`config.mk`:
```
export PLATFORM = sky130hd
export DESIGN_NAME = stream_range
export DESIGN_NICKNAME = d
export VERILOG_FILES = /design/src/rtl/stream_range_pkg.sv /design/src/rtl/stream_range_skid.sv /design/src/rtl/stream_range.sv
export SDC_FILE = /design/constraint.sdc
export NUM_CORES = 1
export LEC_CHECK = 0
export ABC_AREA = 1
export BUFFER_PORTS_ARGS = -buffer_cell sky130_fd_sc_hd__buf_2
export CORE_UTILIZATION = 40
export DETAILED_ROUTE_END_ITERATION = 10
export PLACE_DENSITY = 0.58
export SLEW_MARGIN = 0
export SYNTH_ARGS = -nofsm -noshare
export SYNTH_HDL_FRONTEND = slang
export SYNTH_HIERARCHICAL = 1
export SYNTH_SLANG_ARGS = --single-unit
```
`constraint.sdc`:
```
create_clock -name clk -period 6.1 [get_ports clk]
set_clock_uncertainty 0.1 [all_clocks]
set_input_delay 0.61 -clock clk [delete_from_list [all_inputs] [get_ports clk]]
set_output_delay 0.61 -clock clk [all_outputs]
set_load 0.1 [all_outputs]
```
`src/rtl/stream_range_pkg.sv`:
```
// Shared types for the stream_range slice: FSM state encoding and default word width.
package stream_range_pkg;

  localparam int N_DEFAULT = 8;

  // DRAIN is only reachable when the output skid buffer is built in.
  typedef enum logic [1:0] {
    IDLE  = 2'd0,
    RUN   = 2'd1,
    DRAIN = 2'd2,
    DONE  = 2'd3
  } state_t;

endpackage

```
`src/rtl/stream_range_skid.sv`:
```
// Generic W-wide 2-entry valid/ready skid buffer.
// Latency: 1 cycle from up handshake to dn_vld.
// Backpressure: up_rdy = not full, taken from the occupancy register only (no comb path from dn_rdy).
module stream_range_skid #(
  parameter int W = 8
) (
  input  logic         clk,
  input  logic         reset,
  input  logic         up_vld,
  output logic         up_rdy,
  input  logic [W-1:0] up_dat,
  output logic         dn_vld,
  input  logic         dn_rdy,
  output logic [W-1:0] dn_dat
);

  logic [1:0]   cnt;
  logic [W-1:0] buf0;
  logic [W-1:0] buf1;
  logic         push;
  logic         pop;

  assign up_rdy = (cnt != 2'd2);
  assign dn_vld = (cnt != 2'd0);
  assign dn_dat = buf0;
  assign push   = up_vld & up_rdy;
  assign pop    = dn_vld & dn_rdy;

  // buf0 is always the head; buf1 only holds a word while the consumer stalls.
  always_ff @(posedge clk or posedge reset) begin
    if (reset) begin
      cnt  <= 2'd0;
      buf0 <= '0;
      buf1 <= '0;
    end else begin
      case ({push, pop})
        2'b10: begin
          if (cnt == 2'd0) buf0 <= up_dat;
          else             buf1 <= up_dat;
          cnt <= cnt + 2'd1;
        end
        2'b01: begin
          buf0 <= buf1;
          cnt  <= cnt - 2'd1;
        end
        2'b11: begin
          if (cnt == 2'd1) begin
            buf0 <= up_dat;
          end else begin
            buf0 <= buf1;
            buf1 <= up_dat;
          end
        end
        default: ;
      endcase
    end
  end

endmodule

```
`src/rtl/stream_range.sv`:
```
// Range stream source: lo, lo+step, ... <= hi on sOut, then a held completion flag.
// Latency: first word 1 cycle after start (2 with STREAM_RANGE_SKID_EN); 1 word/cycle sustained.
// Backpressure: sOut_ready stalls the generator; with STREAM_RANGE_SKID_EN it only sees skid-not-full.
module stream_range
  import stream_range_pkg::*;
#(
  parameter int N = N_DEFAULT
) (
  input  logic         clk,
  input  logic         reset,
  input  logic         in_valid,
  output logic         in_ready,
  input  logic [N-1:0] lo,
  input  logic [N-1:0] hi,
  input  logic [N-1:0] step,
  output logic [N-1:0] sOut,
  output logic         sOut_valid,
  input  logic         sOut_ready,
  output logic         out_valid,
  input  logic         out_ready
);

  state_t       state;
  state_t       state_nxt;
  logic [N-1:0] cur;
  logic [N-1:0] hi_r;
  logic [N-1:0] step_r;
  logic [N:0]   nxt;
  logic         gen_vld;
  logic         gen_rdy;
  logic         gen_acc;
  logic         gen_last;
  logic         drain_done;

  assign in_ready  = (state == IDLE);
  assign out_valid = (state == DONE);
  assign gen_vld   = (state == RUN);
  assign gen_acc   = gen_vld & gen_rdy;

  // Carry out of N bits ends the range so it never wraps; step 0 emits exactly one word.
  assign nxt      = {1'b0, cur} + {1'b0, step_r};
  assign gen_last = nxt[N] | (nxt[N-1:0] > hi_r) | (step_r == '0);

`ifdef STREAM_RANGE_SKID_EN
  localparam state_t RUN_EXIT = DRAIN;

  stream_range_skid #(.W(N)) u_skid (
    .clk    (clk),
    .reset  (reset),
    .up_vld (gen_vld),
    .up_rdy (gen_rdy),
    .up_dat (cur),
    .dn_vld (sOut_valid),
    .dn_rdy (sOut_ready),
    .dn_dat (sOut)
  );

  assign drain_done = ~sOut_valid;
`else
  localparam state_t RUN_EXIT = DONE;

  assign sOut       = cur;
  assign sOut_valid = gen_vld;
  assign gen_rdy    = sOut_ready;
  assign drain_done = 1'b1;
`endif

  always_comb begin
    state_nxt = state;
    case (state)
      IDLE:  if (in_valid) state_nxt = (lo > hi) ? DONE : RUN;
      RUN:   if (gen_acc && gen_last) state_nxt = RUN_EXIT;
      DRAIN: if (drain_done) state_nxt = DONE;
      DONE:  if (out_ready) state_nxt = IDLE;
      default: state_nxt = IDLE;
    endcase
  end

  always_ff @(posedge clk or posedge reset) begin
    if (reset) begin
      state  <= IDLE;
      cur    <= '0;
      hi_r   <= '0;
      step_r <= '0;
    end else begin
      state <= state_nxt;
      if (in_ready && in_valid) begin
        cur    <= lo;
        hi_r   <= hi;
        step_r <= step;
      end else if (gen_acc && !gen_last) begin
        cur <= nxt[N-1:0];
      end
    end
  end

endmodule

```
Word-level counts from Yosys, hierarchy flattened

Cells that the tools add are included.
Widths: inputs -> output; s select.

Register bits: 26
Output and inout port bits: 11
Word-level logic and storage cells: 31

$add $sub $neg: 1
Order comparisons: 2
Equal/unequal tests: 6
Muxes and demuxes: 7
Bitwise operators: 3
Reduce and logical (&&, ||, !) cells: 8

Operators with widths:

| cell               | number |
|---|---|
| $gt 8x8->1         | 2 |
| $mux 8             | 2 |
| $add 8x8->9        | 1 |
| $logic_not 8->1    | 1 |
| $mux 2             | 4 |
| $pmux 2 s4         | 1 |
| $eq 2x2->1 const B | 2 |
| $ne 2x1->1 const B | 2 |
| $logic_and 1x1->1  | 3 |
| $reduce_and 3->1   | 1 |
| $eq 2x1->1 const B | 1 |
| $logic_not 2->1    | 1 |
| $ne 2x2->1 const B | 1 |
| $or 1x1->1         | 2 |
| $reduce_bool 2->1  | 1 |
| $and 1x1->1        | 1 |
| $logic_not 1->1    | 1 |

Logic depth before layout (Yosys ltp)

Gate-level depths: netlist (run 1).

Depth in word-level cells: 8
Mapped depth: 20
Mapped depth without buffers: 20

Worst setup path before layout (run 1)

OpenSTA, ideal clock, no wires.

Kind: register to register
Start point: reg cur[0] (netlist: sOut[0])
End point: reg cur[5] (netlist: sOut[5])
Library setup time: 0.069 ns
Data arrival time: 3.079 ns
Data required time: 5.931 ns
Setup slack: 2.852 ns
Cell stages (with the launch flop): 17
Buffers on the path: 0
Period minus slack after synthesis: 3.248 ns
Cell sequence: dfrtp_1 -> ha_1 -> fa_1 -> nand3_1 -> nand2_2 -> nand3_1 -> nand3_1 -> and2_1 -> ha_1 -> nand2_1 -> nor2_1 -> nand4_1 -> nand2_1 -> nand4_4 -> nand2_4 -> nand2_1 -> nand2_1

Word-level cells in the longest chain between the ends: 7
Elaborated cells on any way between the ends: 9
Those cells by class: add/sub: 1; order compare: 1; mux: 2; bitwise: 2; reduce/logical: 3

Ends and longest elaborated chain:

| element                     | RTL line           | RTL |
|---|---|---|
| start: declaration          | stream_range.sv:25 | `logic [N-1:0] cur;` |
| start signal: assignment    | stream_range.sv:88 | `cur <= lo;` |
| start signal: assignment    | stream_range.sv:92 | `cur <= nxt[N-1:0];` |
| $add 8x8->9 *               | stream_range.sv:41 | `assign nxt = {1'b0, cur} + {1'b0, step_r};` |
| $gt 8x8->1                  | stream_range.sv:42 | `assign gen_last = nxt[N] \| (nxt[N-1:0] > hi_r) \| (step_r == '0);` |
| $or 1x1->1 (2 in series)    | stream_range.sv:42 |  |
| $logic_not 1->1             | stream_range.sv:91 | `end else if (gen_acc && !gen_last) begin` |
| $logic_and 1x1->1           | stream_range.sv:91 |  |
| $reduce_bool 2->1 (no line) | n/a                |  |

Every way passes the cells marked *; elsewhere a longest branch is shown, timed or not. The select of a mux whose other input is x is not followed.
A chain may end at the register's enable or synchronous reset.

Worst setup path after layout (run 1)

Start point: reg cur[4] (netlist: sOut[4])
End point: reg cur[2] (netlist: sOut[2])

Word-level cells in the longest chain between the ends: 7

Ends and longest elaborated chain:

| element                       | RTL line |
|---|---|
| $add 8x8->9 *                 | stream_range.sv:41 |
| $gt 8x8->1                    | stream_range.sv:42 |
| $or 1x1->1 * (2 in series)    | stream_range.sv:42 |
| $logic_not 1->1 *             | stream_range.sv:91 |
| $logic_and 1x1->1 *           | stream_range.sv:91 |
| $reduce_bool 2->1 (no line) * | n/a |

Every way passes the cells marked *; elsewhere a longest branch is shown, timed or not.

==> results of run 1 <==
-- logic make-up (layout without fill, tap and decap cells) --
| kind of cell | count (synthesis) | after routing | synth area share |
|---|---|---|---|
| adders and majority gates | 30 | 30 | 0.188 |
| AOI/OAI and AO/OA | 24 | 24 | 0.0656 |
| DFF | 26 | 26 | 0.319 |
| and+or+nand+nor | 155 | 155 | 0.328 |
| xor gates and xnor gates | 3 | 3 | 0.0129 |
| buffers and inverters | 47 | 86 | 0.0870 |
-- through the flow --
stage / setup slack (ns) / utilization / std cells
2_1_floorplan: 2.85 / - / 285
3_3_place_gp: 3.19 / 0.479 / 387
3_5_place_dp: 3.21 / 0.479 / 387
4_1_cts: 3.19 / 0.491 / 391
5_1_grt: 2.90 / 0.491 / 391
6_report: 3.18 / 0.491 / 391
-- cells in the mapped netlist (3+ instances only) --
library cell,count,area [sq um]
xor2_1,3,26.3
clkbuf_1,4,15.0
o21ai_0,12,60.1
ha_1,29,363
dfrtp_1,26,651
nand2_1,109,409
nand2_2,4,25.0
inv_1,41,154
nor2_1,13,48.8
nand3_1,18,90.1
a21oi_1,7,35.0
-- area by class of cell --
cell class / count / area [sq um]
Multi-Input combinational cell: 212 / 1210
Sequential cell: 26 / 651
Fill cell: 507 / 2450
Tap cell: 67 / 83.8
Clock buffer: 4 / 55.1
Inverter: 42 / 158
Timing Repair Buffer: 40 / 203
-- metal layers --
metal | routed length, um | track usage | vias up
met5 | 0 | 0 | -
met4 | 50 | 0.0577 | 0
met2 | 2030 | 0.311 | 34
met1 | 2290 | 0.274 | 785
li1 | - | - | 971
met3 | 143 | 0.0247 | 4
-- flip-flops by register name, indices dropped and copies added (netlist names) --
name / flops
state: 2
hi_r: 8
step_r: 8
sOut: 8
-- worst max path at each step --
stage               to  slack, ns  cells past startpoint
2_1_floorplan  sOut[5]       2.85                     16
3_3_place_gp   sOut[5]       3.19                     17
3_5_place_dp   sOut[3]       3.21                     16
4_1_cts        sOut[2]       3.19                     16
5_1_grt        sOut[6]       2.90                     17
6_report       sOut[2]       3.18                     16
-- worst max-delay path, stage by stage (launching register included) --
cell and delay, ns:
dfrtp_1 0.42, ha_1 0.38, a21o_1 0.22, nor2_1 0.10
nand2_1 0.08, xor2_1 0.24, inv_1 0.07, ha_1 0.29
a21oi_1 0.18, nor2_1 0.06, nor2_1 0.09, nand2_1 0.06
nand2_1 0.11, nand4_4 0.19, nand2_4 0.16, nand2_1 0.06
nand2_1 0.06
==> impl_metrics.py, run 1 <==
metrics = {
    "route": {
        "drc": 0,
        "drtIter0Drc": 82,
        "detail_route.vias_per_cell": 4.59,
        "wl_per_cell_um": 11.5,
        "dr_total_vias": 1794,
        "dr.pass1.iters": 4,
        "ant_nets": 0,
        "wl_mm": 4.51,
    },
    "cells_and_area": {
        "nets": 384,
        "mostFrequentLayoutCells": "109 x nand2_1, 41 x inv_1, 39 x buf_2",
        "fin_area_sq_um": 2360,
        "syn_to_final_growth_pct": 15.7,
        "antenna_cells": 0,
        "layout_commonest_cell": "nand2_1",
        "drive_gt1_frac": 0.167,
    },
    "global_routing": {
        "grt_pass1_wl_mm": 7.98,
        "overflow": 0,
        "first_global_vias": 1738,
        "grtUsageTotal": 0.195,
        "antenna_found_initial": 0,
        "grt_max_degree": 40,
    },
    "timing": {
        "max_slew_margin": 0.318,
        "finalCriticalPeriod_ns": 2.92,
        "hold_viol_final": 0,
        "whs_ns": 0.393,
        "rsz0062_at_grt": "no",
        "setup_viol": 0,
        "finalCritPeriodShare": 0.479,
        "fin_tns_setup_ns": 0,
        "max_freq_mhz": 342,
        "tightestPinTransition_ns": 1.02,
        "drv_slew": 0,
    },
    "floorplanning": {
        "fp.dieW_um": 73.5,
        "dieArea_sq_um": 5390,
        "start_util": 0.424,
        "coreArea_sq_um": 4820,
        "die_h_um": 73.5,
        "io_pins": 40,
        "rows": 25,
    },
    "yosys": {
        "synth_cells": 285,
        "yosysSeqAreaShare": 0.319,
        "async_flop_share": 1.00,
        "yosys_most_used_dff": "dfrtp_1",
        "syn_area_per_cell_sq_um": 7.16,
        "synth-edff-count": 0,
        "ys_types": 25,
        "syn_area_sq_um": 2040,
        "synth_seq_cells": 26,
        "yosys_warnings": 6,
        "syn_nets": 344,
    },
    "cts": {
        "cts_root_buf": "clkbuf_8",
        "htreeDepth": 1,
        "clock_latency_ns": 0.28,
        "cts_resized": 0,
        "ctsHoldBuffers": 0,
        "path_clk_slew_ns": 0.10,
        "clockBufferDepth": 2,
        "cts_tree": "yes",
        "numCtsBuffers": 3,
        "postCtsSetupBuffers": 0,
        "clock_sinks": 26,
    },
    "setup_path": {
        "r2r_start": "sOut[4]",
        "crit_path_end_kind": "register",
        "path_class": "register to register",
        "r2r_slack_ns": 3.18,
        "cp.arrival_ns": 3.04,
        "crit_path_max_fanout": 9,
        "cp-start-kind": "register",
        "cp.required_ns": 6.22,
        "r2r_end": "sOut[2]",
        "ff2ff_path_depth": 16,
        "setup.worst_path.start": "sOut[4]",
    },
    "outcome": {
        "status": "completed",
    },
    "hold_path": {
        "holdPathStages": 2,
        "worstHoldPathType": "register to register",
        "hold_start": "hi_r[4]",
        "hold_end": "hi_r[4]",
    },
    "placed_design": {
        "place_area_sq_um": 2310,
        "hpwl_mm": 3.60,
        "io_buffers": 39,
        "finalWeightedCongestion": 0.775,
    },
    "run": {
        "maxCapViolCount": 0,
    },
}
Power of run 1 is not shown: default switching activity piles up to over one toggle a cycle in this logic, so the estimate is an artifact.
==> inputs of run 2 (changes only) <==
--- a/config.mk
+++ b/config.mk
@@ -9,7 +9,7 @@
 export BUFFER_PORTS_ARGS = -buffer_cell sky130_fd_sc_hd__buf_2
 export CORE_UTILIZATION = 40
 export DETAILED_ROUTE_END_ITERATION = 10
-export PLACE_DENSITY = 0.58
+export PLACE_DENSITY = 0.6
 export SLEW_MARGIN = 0
 export SYNTH_ARGS = -nofsm -noshare
 export SYNTH_HDL_FRONTEND = slang
==> constraint.sdc (replaced) <==
create_clock -name clk -period 2.5 [get_ports clk]
set_clock_uncertainty 0.1 [all_clocks]
set_input_delay 0.25 -clock clk [delete_from_list [all_inputs] [get_ports clk]]
set_output_delay 0.25 -clock clk [all_outputs]
set_load 0.1 [all_outputs]
==> impl_metrics.py, run 2 (synthesis gave the netlist of run 1 again) <==
metrics = {
    "route": {
        "drtIter0Drc": 117,
        "detail_route.vias_per_cell": 4.70,
        "drc": 0,
        "ant_nets": 0,
        "wl_per_cell_um": 12.3,
        "dr.pass1.iters": 4,
        "wl_mm": 5.23,
        "dr_total_vias": 2003,
    },
    "floorplanning": {
        "coreArea_sq_um": 4820,
        "die_h_um": 73.5,
        "dieArea_sq_um": 5390,
        "rows": 25,
        "fp.dieW_um": 73.5,
        "io_pins": 40,
        "start_util": 0.424,
    },
    "global_routing": {
        "antenna_found_initial": 0,
        "grt_pass1_wl_mm": 8.94,
        "grt_max_degree": 39,
        "grtUsageTotal": 0.217,
        "overflow": 0,
        "first_global_vias": 1945,
    },
    "timing": {
        "finalCritPeriodShare": 1.11,
        "whs_ns": 0.0576,
        "setup_slack_ns": -0.269,
        "rsz0062_at_grt": "yes",
        "max_slew_margin": 0.589,
        "tightestPinTransition_ns": 0.613,
        "drv_slew": 0,
        "hold_viol_final": 0,
        "max_freq_mhz": 361,
        "fin_tns_setup_ns": -2.48,
        "setup_viol": 10,
        "finalCriticalPeriod_ns": 2.77,
    },
    "hold_path": {
        "worstHoldPathType": "primary input to register",
        "holdPathStages": 3,
        "hold_end": "step_r[6]",
        "hold_start": "step[6]",
    },
    "cts": {
        "path_clk_slew_ns": 0.09,
        "clock_sinks": 26,
        "clockBufferDepth": 2,
        "clock_latency_ns": 0.28,
        "htreeDepth": 1,
        "cts_tree": "yes",
        "cts_root_buf": "clkbuf_8",
        "numCtsBuffers": 3,
    },
    "placed_design": {
        "finalWeightedCongestion": 0.835,
        "io_buffers": 39,
        "hpwl_mm": 3.96,
    },
    "setup_path": {
        "r2r_slack_ns": -0.27,
        "cp_slowest_cell": "dfrtp_4",
        "cp-start-kind": "register",
        "crit_path_end_kind": "register",
        "cp_top_family": "simple AND/OR/NAND/NOR gates",
        "r2r_end": "sOut[5]",
        "cp.depth": 18,
        "path_cells": "ha_4, fa_2, nand3_2, nand2_2, nand3_2, nand2_1, nand2_1, and2_4, ha_4, nand2_4, nor2_1, nor2_1, nand2_1, nand2_2, nand4_4, nand2_4, nand2_1, nand2_1",
        "max_stage_delay_ns": 0.49,
        "ff2ff_path_depth": 18,
        "cp.required_ns": 2.61,
        "cp.arrival_ns": 2.88,
        "cp.buffers_inverters": 0,
        "path_common_cell": "nand2_1",
        "crit_path_max_fanout": 8,
        "r2r_start": "sOut[0]",
        "path_class": "register to register",
    },
    "run": {
        "maxCapViolCount": 0,
    },
    "cells_and_area": {
        "syn_to_final_growth_pct": 38.8,
        "layout_commonest_cell": "nand2_1",
        "antenna_cells": 0,
        "drive_gt1_frac": 0.340,
        "nets": 419,
        "mostFrequentLayoutCells": "101 x nand2_1, 40 x inv_1, 39 x buf_2",
    },
    "outcome": {
        "status": "finished, violations left",
        "violations": "negative setup slack",
    },
}
-- run 2: cell count changes in the layout (fill, tap and decap cells not counted), moves of 2 or more --
cell     change
ha_1         -8
nand3_1      -3
nand2_1      -8
nand3_2      +3
dfrtp_1      -8
nand2_2      +7
dfrtp_4      +6
ha_4         +8
a21oi_2      +3
buf_4       +32
dfrtp_2      +2
a21oi_1      -3
-- run 2: worst max path at each step --
stage               slack, ns  endpoint    start
finish                  -0.27   sOut[5]  sOut[0]
global route            -0.39   sOut[3]  sOut[0]
CTS                     -0.22   sOut[5]  sOut[0]
detailed placement      -0.37   sOut[5]  sOut[3]
global placement        -0.31   sOut[4]  sOut[3]
floorplan               -0.29   sOut[1]  sOut[0]
-- run 2: what timing repair did --
item                                    4_1_cts  5_1_grt
gates resized for setup                      17        8
buffers inserted                              2        2
endpoints found under the setup margin       10       10
endpoints found under the hold margin        15        0
pin swaps                                    11       12
hold buffers                                  1        0
gates cloned                                  1        0
-- run 2: layer usage --
layer,vias up,track usage,part of all wire
met5,-,0,0
met4,0,0.0363,0.013
met3,9,0.0384,0.031
met2,36,0.371,0.48
met1,914,0.289,0.47
li1,1044,-,-
-- run 2: stage by stage --
stage | area, sq um | cells | util | worst slack, ns
after floorplan | 2120 | 285 | - | -0.294
after global placement | 2600 | 416 | 0.541 | -0.310
after detailed placement | 2600 | 416 | 0.541 | -0.370
after CTS | 2790 | 424 | 0.579 | -0.217
after global routing | 2840 | 426 | 0.589 | -0.392
final | 2840 | 426 | 0.589 | -0.269
-- run 2: area by class of cell --
| class | instances | area [sq um] |
|---|---|---|
| fill | 472 | 1980 |
| multi-input combinational | 213 | 1410 |
| sequential | 26 | 676 |
| timing repair buffer | 74 | 464 |
| inverter | 42 | 158 |
| tap | 67 | 83.8 |
| clock buffer | 4 | 45.0 |
-- run 2: worst reg2reg max path, delay by kind of cell (launching register included) --
| family | cells | cell delay, ns |
|---|---|---|
| and+or+nand+nor | 15 | 1.35 |
| adders and majority gates | 3 | 0.78 |
| DFF | 1 | 0.49 |
Power of run 2 is left out for the same reason.
==> inputs of run 3 (changes only) <==
--- a/config.mk
+++ b/config.mk
@@ -10,6 +10,8 @@
 export CORE_UTILIZATION = 40
 export DETAILED_ROUTE_END_ITERATION = 10
 export PLACE_DENSITY = 0.6
+export REMOVE_ABC_BUFFERS = 1
+export SKIP_LAST_GASP = 1
 export SLEW_MARGIN = 0
 export SYNTH_ARGS = -nofsm -noshare
 export SYNTH_HDL_FRONTEND = slang
==> impl_metrics.py, run 3 (synthesis gave the netlist of run 1 again) <==
metrics = {
    "cells_and_area": {
        "nets": 427,
        "layout.cells.non_filler": 434,
        "antenna_cells": 0,
        "mostFrequentLayoutCells": "99 x nand2_1, 40 x inv_1, 40 x buf_4",
        "final_util": 0.601,
        "syn_to_final_growth_pct": 41.8,
        "fin_area_sq_um": 2900,
        "layout_commonest_cell": "nand2_1",
        "drive_gt1_frac": 0.346,
    },
    "global_routing": {
        "grt_max_degree": 39,
        "overflow": 0,
        "grtUsageTotal": 0.217,
        "global_route.usage.met2": 0.372,
        "grt_pass1_wl_mm": 8.98,
        "grt_use_met3": 0.0343,
        "grt_use_met1": 0.276,
        "globalRoute.busiestLayer": "met2",
        "first_global_vias": 2036,
        "antenna_found_initial": 0,
    },
    "setup_path": {
        "crit_path_end_kind": "register",
        "path_class": "register to register",
        "r2r_slack_ns": -0.16,
        "r2r_end": "sOut[4]",
        "cp_top_family": "simple AND/OR/NAND/NOR gates",
        "cp-start-kind": "register",
        "r2r_start": "sOut[0]",
        "cp_slowest_cell": "dfrtp_1",
        "cp.buffers_inverters": 0,
        "path_cells": "ha_2, fa_2, nand3_4, nand2_2, nand3_2, nand3_2, and2_4, ha_4, nand2_4, nor2_4, nand4_1, nand2_2, nand4_4, nand2_4, nand2_1, nand2_1",
        "setup.worst_path.start": "sOut[0]",
        "cp.arrival_ns": 2.77,
        "crit_path_max_fanout": 8,
        "endpoint": "sOut[4]",
        "cp.depth": 16,
        "cp.required_ns": 2.62,
        "ff2ff_path_depth": 16,
        "max_stage_delay_ns": 0.39,
    },
    "floorplanning": {
        "io_pins": 40,
        "rows": 25,
        "coreArea_sq_um": 4820,
        "start_util": 0.424,
        "fp.dieW_um": 73.5,
        "die_h_um": 73.5,
        "dieArea_sq_um": 5390,
    },
    "timing": {
        "max_slew_margin": 0.602,
        "hold_viol_final": 0,
        "whs_ns": 0.0621,
        "setup_viol": 10,
        "tightestPinTransition_ns": 0.593,
        "drv_slew": 0,
        "finalCriticalPeriod_ns": 2.66,
        "max_freq_mhz": 377,
        "finalCritPeriodShare": 1.06,
        "setup_slack_ns": -0.155,
        "rsz0062_at_grt": "yes",
    },
    "route": {
        "wl_mm": 5.18,
        "drtIter0Drc": 80,
        "wl_per_cell_um": 11.9,
        "ant_nets": 0,
        "detail_route.vias_per_cell": 4.64,
        "dr.pass1.iters": 4,
        "drc": 0,
        "dr_total_vias": 2014,
    },
    "outcome": {
        "violations": "negative setup slack",
        "status": "finished, violations left",
    },
    "run": {
        "maxCapViolCount": 0,
    },
    "placed_design": {
        "post-place-cells": 417,
        "finalWeightedCongestion": 0.789,
        "hpwl_mm": 3.79,
        "place_area_sq_um": 2530,
        "io_buffers": 39,
    },
    "cts": {
        "htreeDepth": 1,
        "clock_latency_ns": 0.27,
        "cts_root_buf": "clkbuf_8",
        "numCtsBuffers": 3,
        "cts_tree": "yes",
        "clockBufferDepth": 2,
        "clock_sinks": 26,
        "path_clk_slew_ns": 0.10,
    },
    "hold_path": {
        "worstHoldPathType": "primary input to register",
    },
}
run 3: worst min-delay path by stage:
stage	startpoint	endpoint	slack (ns)	depth (start not counted)
4_1_cts	step[1]	step_r[1]	0.05	3
3_5_place_dp	reset	step_r[1]	0.23	3
3_3_place_gp	reset	step_r[1]	0.23	3
5_1_grt	step[6]	step_r[6]	0.06	3
2_1_floorplan	reset	hi_r[0]	0.19	1
6_report	step[1]	step_r[1]	0.06	3
run 3: final cells by class:
cell class              instances  area, sq um
clock inverters                 1         30.0
inverters                      42          158
repair buffers                 82          528
flip-flops and latches         26          651
clock buffers                   3         41.3
multi-input cells             213         1400
well taps                      67         83.8
fillers                       473         1920
run 3: repair_timing:
action / CTS / global route
hold buffers: 1 / 0
endpoints found under the setup margin: 10 / 10
setup buffers: 7 / 4
gates cloned: 1 / 0
pin swaps: 21 / 8
resized for setup: 30 / 7
hold endpoints to repair: 26 / 0
run 3: worst min-delay path: cells and delay by family:
family	cells	cell delay, ns
buffers and inverters	1	0.08
AND/OR/NAND/NOR	2	0.08
run 3: layer usage:
metal  share of wire  vias to the layer above
li1                -                     1054
met1            0.47                      904
met2            0.47                       42
met3           0.037                       14
met4           0.029                        0
met5               0                        -
run 3: stage by stage:
step                TNS (ns)  setup slack (ns)
global placement       -2.34            -0.244
detailed placement     -3.00            -0.308
finish                 -1.34            -0.155
global route           -3.25            -0.346
CTS                    -1.20            -0.143
floorplan             -12.13            -0.765
Power of run 3 is left out for the same reason.
